`src/rtl/mem_access_stage.sv`:
```
// Memory-access stage: registers ALU results, resolves CBZ, runs data-cache
// loads/stores over a req/ack handshake and emits a one-cycle write-back packet.
module mem_access_stage #(
    parameter int unsigned ACK_TIMEOUT = 16
) (
    input  logic        clock,
    input  logic        reset_n,
    input  logic        exValid,
    input  logic [31:0] aluResult,
    input  logic [31:0] storeData,
    input  logic        memRead,
    input  logic        memWrite,
    input  logic        regWrite,
    input  logic        branch,
    input  logic [4:0]  destReg,
    input  logic [31:0] branchTarget,
    output logic        stall,
    output logic        memReq,
    output logic        memWe,
    output logic [31:0] memAddr,
    output logic [31:0] memWData,
    input  logic        memAck,
    input  logic [31:0] memRData,
    output logic        wbValid,
    output logic [31:0] wbData,
    output logic [4:0]  wbReg,
    output logic        wbRegWrite,
    output logic        branchTaken,
    output logic [31:0] branchPc,
    output logic        memError
);

    typedef enum logic {IDLE, WAIT_ACK} state_t;

    localparam logic [7:0] LAST_COUNT = 8'(ACK_TIMEOUT - 1);
    localparam logic [4:0] XZR        = 5'd31;

    state_t      state, state_nx;
    logic [7:0]  count, count_nx;
    logic [4:0]  lat_reg, lat_reg_nx;
    logic        lat_rw, lat_rw_nx;
    logic        stall_nx, mem_req_nx, mem_we_nx, mem_error_nx;
    logic [31:0] mem_addr_nx, mem_wdata_nx;
    logic        wb_valid_nx, wb_rw_nx, br_taken_nx;
    logic [31:0] wb_data_nx, br_pc_nx;
    logic [4:0]  wb_reg_nx;

    always_ff @(posedge clock or negedge reset_n) begin
        if (!reset_n) begin
            state       <= IDLE;
            count       <= '0;
            lat_reg     <= '0;
            lat_rw      <= 1'b0;
            stall       <= 1'b0;
            memReq      <= 1'b0;
            memWe       <= 1'b0;
            memAddr     <= '0;
            memWData    <= '0;
            wbValid     <= 1'b0;
            wbData      <= '0;
            wbReg       <= '0;
            wbRegWrite  <= 1'b0;
            branchTaken <= 1'b0;
            branchPc    <= '0;
            memError    <= 1'b0;
        end else begin
            state       <= state_nx;
            count       <= count_nx;
            lat_reg     <= lat_reg_nx;
            lat_rw      <= lat_rw_nx;
            stall       <= stall_nx;
            memReq      <= mem_req_nx;
            memWe       <= mem_we_nx;
            memAddr     <= mem_addr_nx;
            memWData    <= mem_wdata_nx;
            wbValid     <= wb_valid_nx;
            wbData      <= wb_data_nx;
            wbReg       <= wb_reg_nx;
            wbRegWrite  <= wb_rw_nx;
            branchTaken <= br_taken_nx;
            branchPc    <= br_pc_nx;
            memError    <= mem_error_nx;
        end
    end

    always_comb begin
        state_nx     = state;
        count_nx     = count;
        lat_reg_nx   = lat_reg;
        lat_rw_nx    = lat_rw;
        stall_nx     = stall;
        mem_req_nx   = memReq;
        mem_we_nx    = memWe;
        mem_addr_nx  = memAddr;
        mem_wdata_nx = memWData;
        wb_valid_nx  = 1'b0;
        wb_data_nx   = wbData;
        wb_reg_nx    = wbReg;
        wb_rw_nx     = wbRegWrite;
        br_taken_nx  = 1'b0;
        br_pc_nx     = branchPc;
        mem_error_nx = memError;

        unique case (state)
            IDLE: begin
                if (exValid) begin
                    if (branch) begin
                        br_taken_nx = aluResult[0];
                        br_pc_nx    = branchTarget;
                        wb_valid_nx = 1'b1;
                        wb_data_nx  = aluResult;
                        wb_reg_nx   = destReg;
                        wb_rw_nx    = 1'b0;
                    end else if (memRead || memWrite) begin
                        mem_req_nx   = 1'b1;
                        mem_we_nx    = memWrite;
                        mem_addr_nx  = aluResult;
                        mem_wdata_nx = storeData;
                        lat_reg_nx   = destReg;
                        lat_rw_nx    = regWrite;
                        stall_nx     = 1'b1;
                        count_nx     = '0;
                        state_nx     = WAIT_ACK;
                    end else begin
                        wb_valid_nx = 1'b1;
                        wb_data_nx  = aluResult;
                        wb_reg_nx   = destReg;
                        wb_rw_nx    = regWrite && (destReg != XZR);
                    end
                end
            end
            WAIT_ACK: begin
                // An ack on the final timeout cycle still completes normally.
                if (memAck) begin
                    mem_req_nx  = 1'b0;
                    stall_nx    = 1'b0;
                    wb_valid_nx = 1'b1;
                    wb_reg_nx   = lat_reg;
                    state_nx    = IDLE;
                    if (memWe) begin
                        wb_data_nx = '0;
                        wb_rw_nx   = 1'b0;
                    end else begin
                        wb_data_nx = memRData;
                        wb_rw_nx   = lat_rw && (lat_reg != XZR);
                    end
                end else if (count == LAST_COUNT) begin
                    mem_req_nx   = 1'b0;
                    stall_nx     = 1'b0;
                    mem_error_nx = 1'b1;
                    wb_valid_nx  = 1'b1;
                    wb_data_nx   = '0;
                    wb_reg_nx    = lat_reg;
                    wb_rw_nx     = 1'b0;
                    state_nx     = IDLE;
                end else begin
                    count_nx = count + 8'd1;
                end
            end
            default: state_nx = IDLE;
        endcase
    end

endmodule
```
`config.mk`:
```
export PLATFORM = sky130hd
export DESIGN_NAME = mem_access_stage
export DESIGN_NICKNAME = d
export VERILOG_FILES = /design/src/rtl/mem_access_stage.sv
export SDC_FILE = /design/constraint.sdc
export NUM_CORES = 1
export LEC_CHECK = 0
export CAP_MARGIN = 0
export CORE_ASPECT_RATIO = 1.75
export CORE_MARGIN = 4
export CORE_UTILIZATION = 45
export CTS_CLUSTER_DIAMETER = 30
export DETAILED_ROUTE_END_ITERATION = 8
export GPL_ROUTABILITY_DRIVEN = 0
export PLACE_DENSITY = 0.95
export SYNTH_ARGS = -nofsm -noshare
export SYNTH_HDL_FRONTEND = slang
export SYNTH_SLANG_ARGS = --single-unit
```
`constraint.sdc`:
```
create_clock -name clock -period 4.45 [get_ports clock]
set_input_delay 0.89 -clock clock [delete_from_list [all_inputs] [get_ports clock]]
set_output_delay 0.89 -clock clock [all_outputs]
set_load 0.005 [all_outputs]
```
# Word level (Yosys, flattened, before mapping)
# Index checks and enable logic that the tools add are counted.
# word_totals
reg_bits	154
in_bits	141
out_inout_bits	140
word_cells	84
# classes
n_addsub	1
eq_ne	10
muxes	46
n_bitwise	3
n_reduce_logical	9
# op_table
cell	n
2-to-1 mux 32 bit	6
case mux 32 bit (2 select lines)	1
2-to-1 mux 8 bit	5
2-to-1 mux 5 bit	5
2-to-1 mux 1 bit	23
case mux 8 bit (2 select lines)	1
inequality test 2 bit, second input constant	5
inequality test 5 bit, second input constant	2
case mux 5 bit (2 select lines)	1
AND reduction 3 bit	3
adder 8 x 1 -> 8 bit, second input constant	1
== test 8 x 4 -> 1 bit, second input constant	1
case mux 1 bit (2 select lines)	4
AND reduction 4 bit	2
AND reduction 5 bit	1
inequality test 3 x 2 -> 1 bit, second input constant	1
inequality test 3 bit, second input constant	1
NOT 1 bit	3
logical AND 1 bit	2
logical OR 1 bit	1

# Logic depth before layout (Yosys ltp)
# Gate-level depths: netlist of the first run.
# depth
word_depth	6
depth_mapped	6
mapped_depth_nobuf	5

# Worst setup path after synthesis of the first run
# No wires, ideal clock.
# synth_path
path_kind	input port to flip-flop
from	input port branch
to	register count[0]
setup_time_ps	125
t_arrival_ps	1938
required_time_ps	4325
path_slack_ps	2387
stages	5
path_buffers	1
path_cell_list	nor3b_1 > o21a_1 > clkbuf_1 > nor2_1 > mux2_2
# synth_via
elab_chain_len	2
# synth_rtl
element	line_no	text
from (decl)	14	input logic branch,
inequality test 2 bit (no source line)	--	
AND reduction 5 bit (no source line)	--	
to (signal assigned)	68	count <= count_nx;
to (decl)	39	logic [7:0] count, count_nx;
# Every way passes these cells.
# A chain may end at the register's enable or synchronous reset.

# Worst setup path after layout of the first run
# layout_path
from	input port exValid
to	register count[4]
# layout_via
elab_chain_len	2
# layout_rtl
element	line_no	text
from (decl)	8	input logic exValid,
inequality test 2 bit (no source line)	--	
AND reduction 5 bit (no source line)	--	
# Every way passes these cells.

==> results of run 1 <==
[synthesized netlist by cell type]
cell	count
nand2b_1	2
o21ai_0	3
a22o_1	1
inv_1	2
nor4_1	2
o22ai_1	1
a22oi_1	32
o21a_1	1
nor2_1	45
o2bb2ai_1	2
buf_6	7
nor2b_1	1
a21oi_1	39
inv_2	1
ha_1	1
nand4_1	3
dfrtp_1	154
o21ba_2	1
nor3b_1	1
xor2_1	1
nand2_1	216
buf_2	14
mux2i_1	9
o221a_2	1
buf_4	2
and3_1	5
o221ai_4	1
a31oi_1	1
or4_4	1
mux2_2	33
clkbuf_1	12
a31o_2	1
nand3_1	6
[final timing paths]
check                      depth (start not counted)  slack [ps]                       to              startpoint
min                                                2         470   memAddr[6]$_DFFE_PN0P_  memAddr[6]$_DFFE_PN0P_
min in group asynchronous                          1         580   wbData[20]$_DFFE_PN0P_                 reset_n
max in group asynchronous                          2        2860  memAddr[12]$_DFFE_PN0P_                 reset_n
min reg2reg                                        2         470   memAddr[6]$_DFFE_PN0P_  memAddr[6]$_DFFE_PN0P_
max reg2reg                                        5        2030   wbData[17]$_DFFE_PN0P_    count[4]$_DFFE_PN0P_
max                                                5        1700     count[4]$_DFFE_PN0P_                 exValid
[layout make-up]
| type | count | share of cell area |
|---|---|---|
| timing repair buffer | 286 | 0.297 |
| tap | 174 | 0.0225 |
| clock inverter | 13 | 0.0114 |
| multi-input combinational | 410 | 0.224 |
| antenna | 1 | 0.000259 |
| clock buffer | 19 | 0.0458 |
| inverter | 3 | 0.00116 |
| sequential | 154 | 0.398 |
[tightest hold or removal path: stages (launching register included)]
cell	delay (ps)
dfrtp_1	340
nand2_1	50
nand2_1	50
[where the power goes]
part | internal [uW] | leakage (uW) | switching (uW)
clock network | 743 | 0.000267 | 606
registers | 1700 | 0.00186 | 189
logic | 770 | 0.00222 | 495
[cell families after synthesis]
kind of cell / synth area share
AOI/OAI and AO/OA: 0.0889
xor gates and xnor gates: 0.00141
adders and majority gates: 0.00201
buffers and inverters: 0.0354
DFF: 0.620
muxes: 0.0742
and+or+nand+nor: 0.178
[stage by stage]
step / util / power [uW] / std cells / instance area (um^2)
2_1_floorplan: - / 2300 / 602 / 6220
3_3_place_gp: 0.678 / 3120 / 1027 / 9120
3_5_place_dp: 0.678 / 3180 / 1027 / 9120
4_1_cts: 0.719 / 4540 / 1059 / 9680
5_1_grt: 0.719 / 4730 / 1059 / 9680
6_report: 0.719 / 4500 / 1060 / 9680
[metal layers]
metal  global-route usage  vias to the layer above
li1                     -                     2537
met2                0.447                      212
met1                0.278                     2693
met3               0.0530                       61
met4                0.137                        0
met5                    0                        -
==> impl_metrics.csv, run 1 <==
group,metric,value,unit
status,status,"completed",
finish,seqCellArea,3850,um^2
hold_path,worstHoldPathType,"register to register",
sta,post-route-min-period,2750,ps
routing,ant_nets,0,
floorplanning,start_util,0.462,
sta,setup_slack,1700,ps
clock_network,cts_tree,"yes",
floorplanning,dieArea,15800,um^2
critical_path,path_cells,"clkdlybuf4s50_1 -> nor3b_1 -> o21a_2 -> buf_12 -> o22ai_1",
critical_path,cp_max_fo,52,
clock_network,cts_buffers,17,
synth,synth.distinct_cells,33,
global_routing,gr-total-overflow,0,
placed_design,place_ws,1320,ps
finish,drive_gt1_frac,0.0904,
sta,skew,12.7,ps
sta,whs,470,ps
synth,synth.area.top_cells,"dfrtp_1, nand2_1, mux2_2",
floorplanning,die_x,96.9,um
synth,synth_area_leader_cell,"dfrtp_1",
floorplanning,rows,56,
sta,tns,0,ps
routing,dr_wl_met2,11100,um
critical_path,cp.arrival,3000,ps
synth,yosys_warnings,0,
floorplanning,die_h,164,um
pwr,leakage,0.00435,uW
placed_design,hpwl,14400,um
clock_network,clk_latency,410,ps
global_routing,antenna_found_initial,0,
sta,slew_viol_final,0,
routing,wl_per_cell,19.0,um
routing,topRoutingLayerUsed,"met4",
global_routing,grt_use_total,0.251,
critical_path,endpoint_kind,"register",
synth,syn_inst,602,
critical_path,slowest_stage,"o21a_2",
critical_path,worstSetupStartpointType,"primary input",
clock_network,clock-root-buffer,"clkbuf_16",
clock_network,clk_pin_slew,60,ps
critical_path,cp_num_buf_inv,2,
sta,finalCritPeriodShare,0.619,
critical_path,required,4700,ps
clock_network,clock_sinks,154,
routing,dr_total_vias,5503,
routing,wl_met1,7150,um
synth,yosysTopAreaCellShare,0.620,
sta,setup_viol,0,
finish,multi_input_area,2170,um^2
pwr,ir_drop,0.000364,V
pwr,p_per_area,465,nW/um^2
finish,syn_to_final_growth,55.6,%
clock_network,clk_path_buf_depth,2,
sta,worst_pin_slew,1050,ps
global_routing,grt_pass1_wl,31200,um
clock_network,ctsHtreeMaxLevel,4,
finish,fillers,948,
placed_design,numPortBuffers,280,
sta,rsz0062_at_grt,"no",
global_routing,grt_pass1_vias,5855,
synth,synthesis.area,6220,um^2
floorplanning,core_area,13500,um^2
routing,met3_length,869,um
finish,final_common_cell,"clkdlybuf4s50_1",
routing,wl,20200,um
sta,clock.fmax,363,MHz
sta,relSlewSlack,0.296,
synth,syn_avg_cell_area,10.3,um^2
finish,mostFrequentLayoutCells,"clkdlybuf4s50_1, nand2_1, dfrtp_1, nor2_1, a21oi_1",
clock_network,hold_buffers,0,
critical_path,cpLargestDelayFamily,"buffers and inverters",
job,max-cap-violations,0,
routing,via_per_inst,5.19,
routing,firstDrtPassIters,5,
synth,ys_ff_latch,154,
finish,final_net_count,1014,
routing,drt_iter0_drc,273,
critical_path,max_stage_delay,590,ps
clock_network,ctsResizeCount,0,
synth,ys_seq_area_frac,0.620,
routing,drc,0,
synth,syn_nets,744,
sta,finalHoldViolCount,0,
critical_path,critPathKind,"primary input to register",
clock_network,postCtsSetupBuffers,0,
floorplanning,io_pins,281,
global_routing,grt_max_degree,100,
(Power assumes the default switching activity.)
==> run 2: changes to the inputs <==
--- a/config.mk
+++ b/config.mk
@@ -8,11 +8,11 @@
 export CAP_MARGIN = 0
 export CORE_ASPECT_RATIO = 1.75
 export CORE_MARGIN = 4
-export CORE_UTILIZATION = 45
+export CORE_UTILIZATION = 38
 export CTS_CLUSTER_DIAMETER = 30
 export DETAILED_ROUTE_END_ITERATION = 8
 export GPL_ROUTABILITY_DRIVEN = 0
-export PLACE_DENSITY = 0.95
+export PLACE_DENSITY = 0.86
 export SYNTH_ARGS = -nofsm -noshare
 export SYNTH_HDL_FRONTEND = slang
 export SYNTH_SLANG_ARGS = --single-unit
==> constraint.sdc (replaced) <==
create_clock -name clock -period 2.3 [get_ports clock]
set_input_delay 0.46 -clock clock [delete_from_list [all_inputs] [get_ports clock]]
set_output_delay 0.46 -clock clock [all_outputs]
set_load 0.005 [all_outputs]
==> run 2 against run 1 <==
Combinational power up 94%. Cell count grew 2.3%. Sequential share of layout area shrank 0.66 points. First-iteration DRC count down 52%. Global-route usage shrank 4.7 points. Sequential cell count stayed put. Total power is 94% higher. Core utilization fell by 10 points. Clock power is 96% higher. Critical endpoint is now wbData[28]$_DFFE_PN0P_. Largest power group unchanged. Highest routed layer unchanged.
==> impl_metrics.csv, run 2 (same netlist as run 1, synthesis figures left out) <==
group,metric,value,unit
sta,whs,471,ps
sta,rsz0062_at_grt,"no",
global_routing,grt_pass1_vias,5470,
floorplanning,start_util,0.390,
finish,mostFrequentLayoutCells,"clkdlybuf4s50_1, nand2_1, dfrtp_1, nor2_1, a21oi_1",
sta,finalCritPeriodShare,0.810,
finish,drive_gt1_frac,0.101,
finish,syn_to_final_growth,58.2,%
placed_design,numPortBuffers,280,
floorplanning,rows,61,
critical_path,cp.arrival,2180,ps
sta,clock.fmax,537,MHz
clock_network,cts_buffers,17,
global_routing,grt_use_met1,0.233,
routing,drt_iter0_drc,131,
clock_network,clk_path_buf_depth,2,
routing,via_per_inst,4.93,
finish,final_net_count,1024,
sta,slew_viol_final,0,
routing,drc,0,
finish,diodes,0,
clock_network,ctsHtreeMaxLevel,4,
floorplanning,core_area,16000,um^2
critical_path,required,2620,ps
pwr,ir_drop,0.000464,V
global_routing,top_usage_layer,"met2",
routing,firstDrtPassIters,5,
routing,wl_per_cell,17.9,um
sta,skew,18.4,ps
global_routing,gr-total-overflow,0,
clock_network,clk_latency,410,ps
status,status,"completed",
routing,ant_nets,0,
placed_design,hpwl,14400,um
critical_path,cp_max_fo,22,
floorplanning,dieArea,18600,um^2
clock_network,clk_pin_slew,60,ps
clock_network,cts_tree,"yes",
global_routing,antenna_found_initial,0,
routing,dr_total_vias,5342,
pwr,p_per_area,887,nW/um^2
critical_path,critPathKind,"register to register",
floorplanning,die_h,177,um
critical_path,endpoint_kind,"register",
routing,wl,19400,um
global_routing,grtUsageMet3,0.0478,
global_routing,grt_pass1_wl,29600,um
job,max-cap-violations,0,
sta,setup_viol,0,
floorplanning,io_pins,281,
global_routing,grt_util_met2,0.362,
sta,tns,0,ps
pwr,leakage,0.00442,uW
hold_path,worstHoldPathType,"register to register",
clock_network,clock_sinks,154,
sta,setup_slack,438,ps
sta,worst_pin_slew,540,ps
global_routing,grt_max_degree,56,
clock_network,postCtsSetupBuffers,0,
sta,relSlewSlack,0.637,
clock_network,clock-root-buffer,"clkbuf_16",
pwr,finalPower,8730,uW
global_routing,grt_use_total,0.204,
sta,finalHoldViolCount,0,
finish,fillers,1294,
critical_path,worstSetupStartpointType,"register",
floorplanning,die_x,105,um
placed_design,place_ws,287,ps
finish,final_common_cell,"clkdlybuf4s50_1",
sta,post-route-min-period,1860,ps
-- run 2: cell count changes in the layout (fill, tap and decap cells not counted), sizes merged --
| cell | change |
|---|---|
| diode | -1 |
| dlygate4sd3 | +1 |
| buf | +9 |
-- run 2: final timing paths --
path	start	to	slack [ps]	cells after the start
hold reg to reg	memAddr[31]$_DFFE_PN0P_	memAddr[31]$_DFFE_PN0P_	470	2
max in group asynchronous	reset_n	branchPc[3]$_DFFE_PN0P_	1130	3
min in group asynchronous	reset_n	memAddr[25]$_DFFE_PN0P_	510	2
setup reg to reg	count[5]$_DFFE_PN0P_	wbData[28]$_DFFE_PN0P_	440	5
setup / recovery	count[5]$_DFFE_PN0P_	wbData[28]$_DFFE_PN0P_	440	5
hold / removal	memAddr[31]$_DFFE_PN0P_	memAddr[31]$_DFFE_PN0P_	470	2
-- run 2: what timing repair did --
item / CTS / global route
gates resized for setup: 0 / 0
setup endpoints to repair: 0 / 0
hold endpoints to repair: 27 / 0
hold buffers: 1 / 0
-- run 2: metrics by stage --
step	instances	utilization	area, um^2
after floorplan	602	-	6220
after global placement	1051	0.581	9270
after detailed placement	1051	0.581	9270
after CTS	1084	0.617	9840
after global routing	1084	0.617	9840
final	1084	0.617	9840
-- run 2: critical path, cell delays in order (launching register included) --
cell	delay (ps)
dfrtp_1	460
or4_4	570
o221ai_4	250
buf_4	290
nor2_1	70
a21oi_1	130
-- run 2: layout make-up --
| class | instances | area (um^2) | area share |
|---|---|---|---|
| Sequential cell | 154 | 3850 | 0.392 |
| Tap cell | 189 | 236 | 0.0240 |
| Inverter | 3 | 11.3 | 0.00114 |
| Multi-Input combinational cell | 410 | 2170 | 0.220 |
| Clock buffer | 19 | 453 | 0.0460 |
| Clock inverter | 13 | 108 | 0.0109 |
| Timing Repair Buffer | 296 | 3010 | 0.306 |
-- run 2: power breakdown --
group	internal [uW]	switching, uW	total, uW
registers	3290	353	3650
clock network	1460	1180	2640
logic	1520	927	2440
-- run 2: per-layer routing --
layer	share of wire	up-vias
met4	0.035	0
met1	0.38	2547
met2	0.53	201
met5	0	-
li1	-	2549
met3	0.052	45
==> run 3: changes to the inputs <==
==> constraint.sdc (replaced) <==
create_clock -name clock -period 1.5 [get_ports clock]
set_input_delay 0.3 -clock clock [delete_from_list [all_inputs] [get_ports clock]]
set_output_delay 0.3 -clock clock [all_outputs]
set_load 0.005 [all_outputs]
==> run 3 against run 2 <==
The flow now finishes with violations (negative setup slack). Design area up 6.5%. Clock power increased by 61%. First-iteration DRC count grew 100%. Setup slack got worse by 730 ps. Critical endpoint is now wbReg[1]$_DFFE_PN0P_. Largest power group unchanged.
==> impl_metrics.csv, run 3 (same netlist as run 1, synthesis figures left out) <==
group,metric,value,unit
clock_network,clk_latency,410,ps
status,violations,"negative setup slack",
routing,wl_per_cell,18.7,um
finish,final_net_count,1065,
routing,ant_nets,0,
finish,syn_to_final_growth,68.6,%
clock_network,cts_tree,"yes",
sta,skew,8.92,ps
routing,drc,0,
routing,drt_iter0_drc,268,
clock_network,clock_sinks,154,
clock_network,cts_buffers,17,
global_routing,grt_pass1_vias,5831,
critical_path,worstSetupStartpointType,"register",
global_routing,grt_max_degree,43,
hold_path,worstHoldPathType,"primary input to asynchronous set/reset pin",
floorplanning,dieArea,18600,um^2
clock_network,ctsHtreeMaxLevel,4,
finish,post-route-util,0.657,
routing,wl,21100,um
placed_design,hpwl,14800,um
global_routing,grt_pass1_wl,31200,um
critical_path,cp_max_fo,15,
job,max-cap-violations,0,
finish,final_common_cell,"nand2_1",
sta,finalCritPeriodShare,1.20,
floorplanning,start_util,0.390,
global_routing,grt_use_total,0.214,
routing,wl_met1,7580,um
finish,seqCellArea,3850,um^2
critical_path,required,1830,ps
sta,post-route-min-period,1790,ps
routing,met3_length,1290,um
finish,multi_input_area,2460,um^2
sta,relSlewSlack,0.750,
placed_design,numPortBuffers,280,
routing,topRoutingLayerUsed,"met5",
floorplanning,die_h,177,um
sta,worst_pin_slew,376,ps
critical_path,critPathKind,"register to register",
status,status,"finished, violations left",
floorplanning,rows,61,
sta,slew_viol_final,0,
finish,diodes,0,
critical_path,cp.arrival,2120,ps
routing,dr_wl_met2,11600,um
sta,setup_viol,40,
finish,instances_no_fill,1125,
sta,finalHoldViolCount,0,
pwr,leakage,0.00500,uW
floorplanning,die_x,105,um
floorplanning,io_pins,281,
finish,drive_gt1_frac,0.198,
sta,clock.fmax,557,MHz
global_routing,gr-total-overflow,0,
routing,dr_total_vias,5694,
clock_network,clk_path_buf_depth,2,
clock_network,clk_pin_slew,70,ps
finish,mostFrequentLayoutCells,"nand2_1, dfrtp_1, clkdlybuf4s50_1, dlygate4sd2_1, buf_4",
floorplanning,core_area,16000,um^2
routing,firstDrtPassIters,5,
routing,via_per_inst,5.06,
placed_design,placed_cells,1076,
sta,setup_slack,-294,ps
pwr,p_per_area,1310,nW/um^2
pwr,ir_drop,0.000717,V
global_routing,antenna_found_initial,1,
clock_network,clock-root-buffer,"clkbuf_16",
critical_path,endpoint_kind,"register",
finish,fillers,1222,
sta,rsz0062_at_grt,"yes",
-- run 3: cell count changes in the layout (fill, tap and decap cells not counted), sizes merged --
cell	delta
bufinv	+1
clkinv	-3
clkinvlp	+2
clkbuf	+4
buf	+37
dlymetal6s2s	+2
dlygate4sd2	+138
clkdlybuf4s50	-140
-- run 3: report_power, final --
| part | internal [uW] | total, uW | switching, uW | leakage [uW] |
|---|---|---|---|---|
| sequential | 5050 | 5590 | 545 | 0.00186 |
| clock | 2420 | 4260 | 1840 | 0.000277 |
| combinational | 2160 | 3860 | 1700 | 0.00287 |
-- run 3: repair_timing --
item	in CTS	in global routing
hold endpoints to repair	29	0
pin swaps	2	10
resized for setup	147	76
setup endpoints to repair	223	59
hold buffers	1	0
gates cloned	0	4
buffers inserted	9	4
-- run 3: area by class of cell --
cell class	instances	area share
Clock buffer	19	0.0432
Clock inverter	13	0.0129
Inverter	3	0.00107
Multi-Input combinational cell	410	0.235
Sequential cell	154	0.368
Tap cell	189	0.0226
Timing Repair Buffer	337	0.318
-- run 3: worst paths after layout --
kind                                       endpoint                    start  slack, ps  cells past startpoint
max                            wbReg[1]$_DFFE_PN0P_     count[4]$_DFFE_PN0P_       -290                      6
min                        memWData[31]$_DFFE_PN0P_                  reset_n        360                      2
max reg2reg                    wbReg[1]$_DFFE_PN0P_     count[4]$_DFFE_PN0P_       -290                      6
min reg2reg                 memWData[4]$_DFFE_PN0P_  memWData[4]$_DFFE_PN0P_        470                      2
max in group asynchronous    memAddr[4]$_DFFE_PN0P_                  reset_n        590                      3
min in group clock         memWData[14]$_DFFE_PN0P_            storeData[14]        410                      3
-- run 3: critical path, stage by stage, from the launching register on --
cell and delay, ps:
dfrtp_1 380, or4_4 560, o221ai_4 230, buf_12 190, clkbuf_16 190, nor2_2 40
a21oi_1 120
-- run 3: metrics by stage --
step           instance area [um^2]  setup slack [ps]  total power (uW)  TNS, ps  hold WS, ps
6_report                      10500              -294             13700    -9860          361
2_1_floorplan                  6240              -184              6830    -6290         4.41
4_1_cts                       10100              -255             13400    -8850          362
5_1_grt                       10500              -335             14500   -11750          396
3_3_place_gp                   9520              -250              9470   -26330          233
3_5_place_dp                   9520              -318              9600   -35870          227
-- run 3: routing by layer --
layer | track usage | up-vias
met2 | 0.387 | 216
met1 | 0.242 | 2794
li1 | - | 2644
met3 | 0.0500 | 38
met5 | 0 | -
met4 | 0.0837 | 2
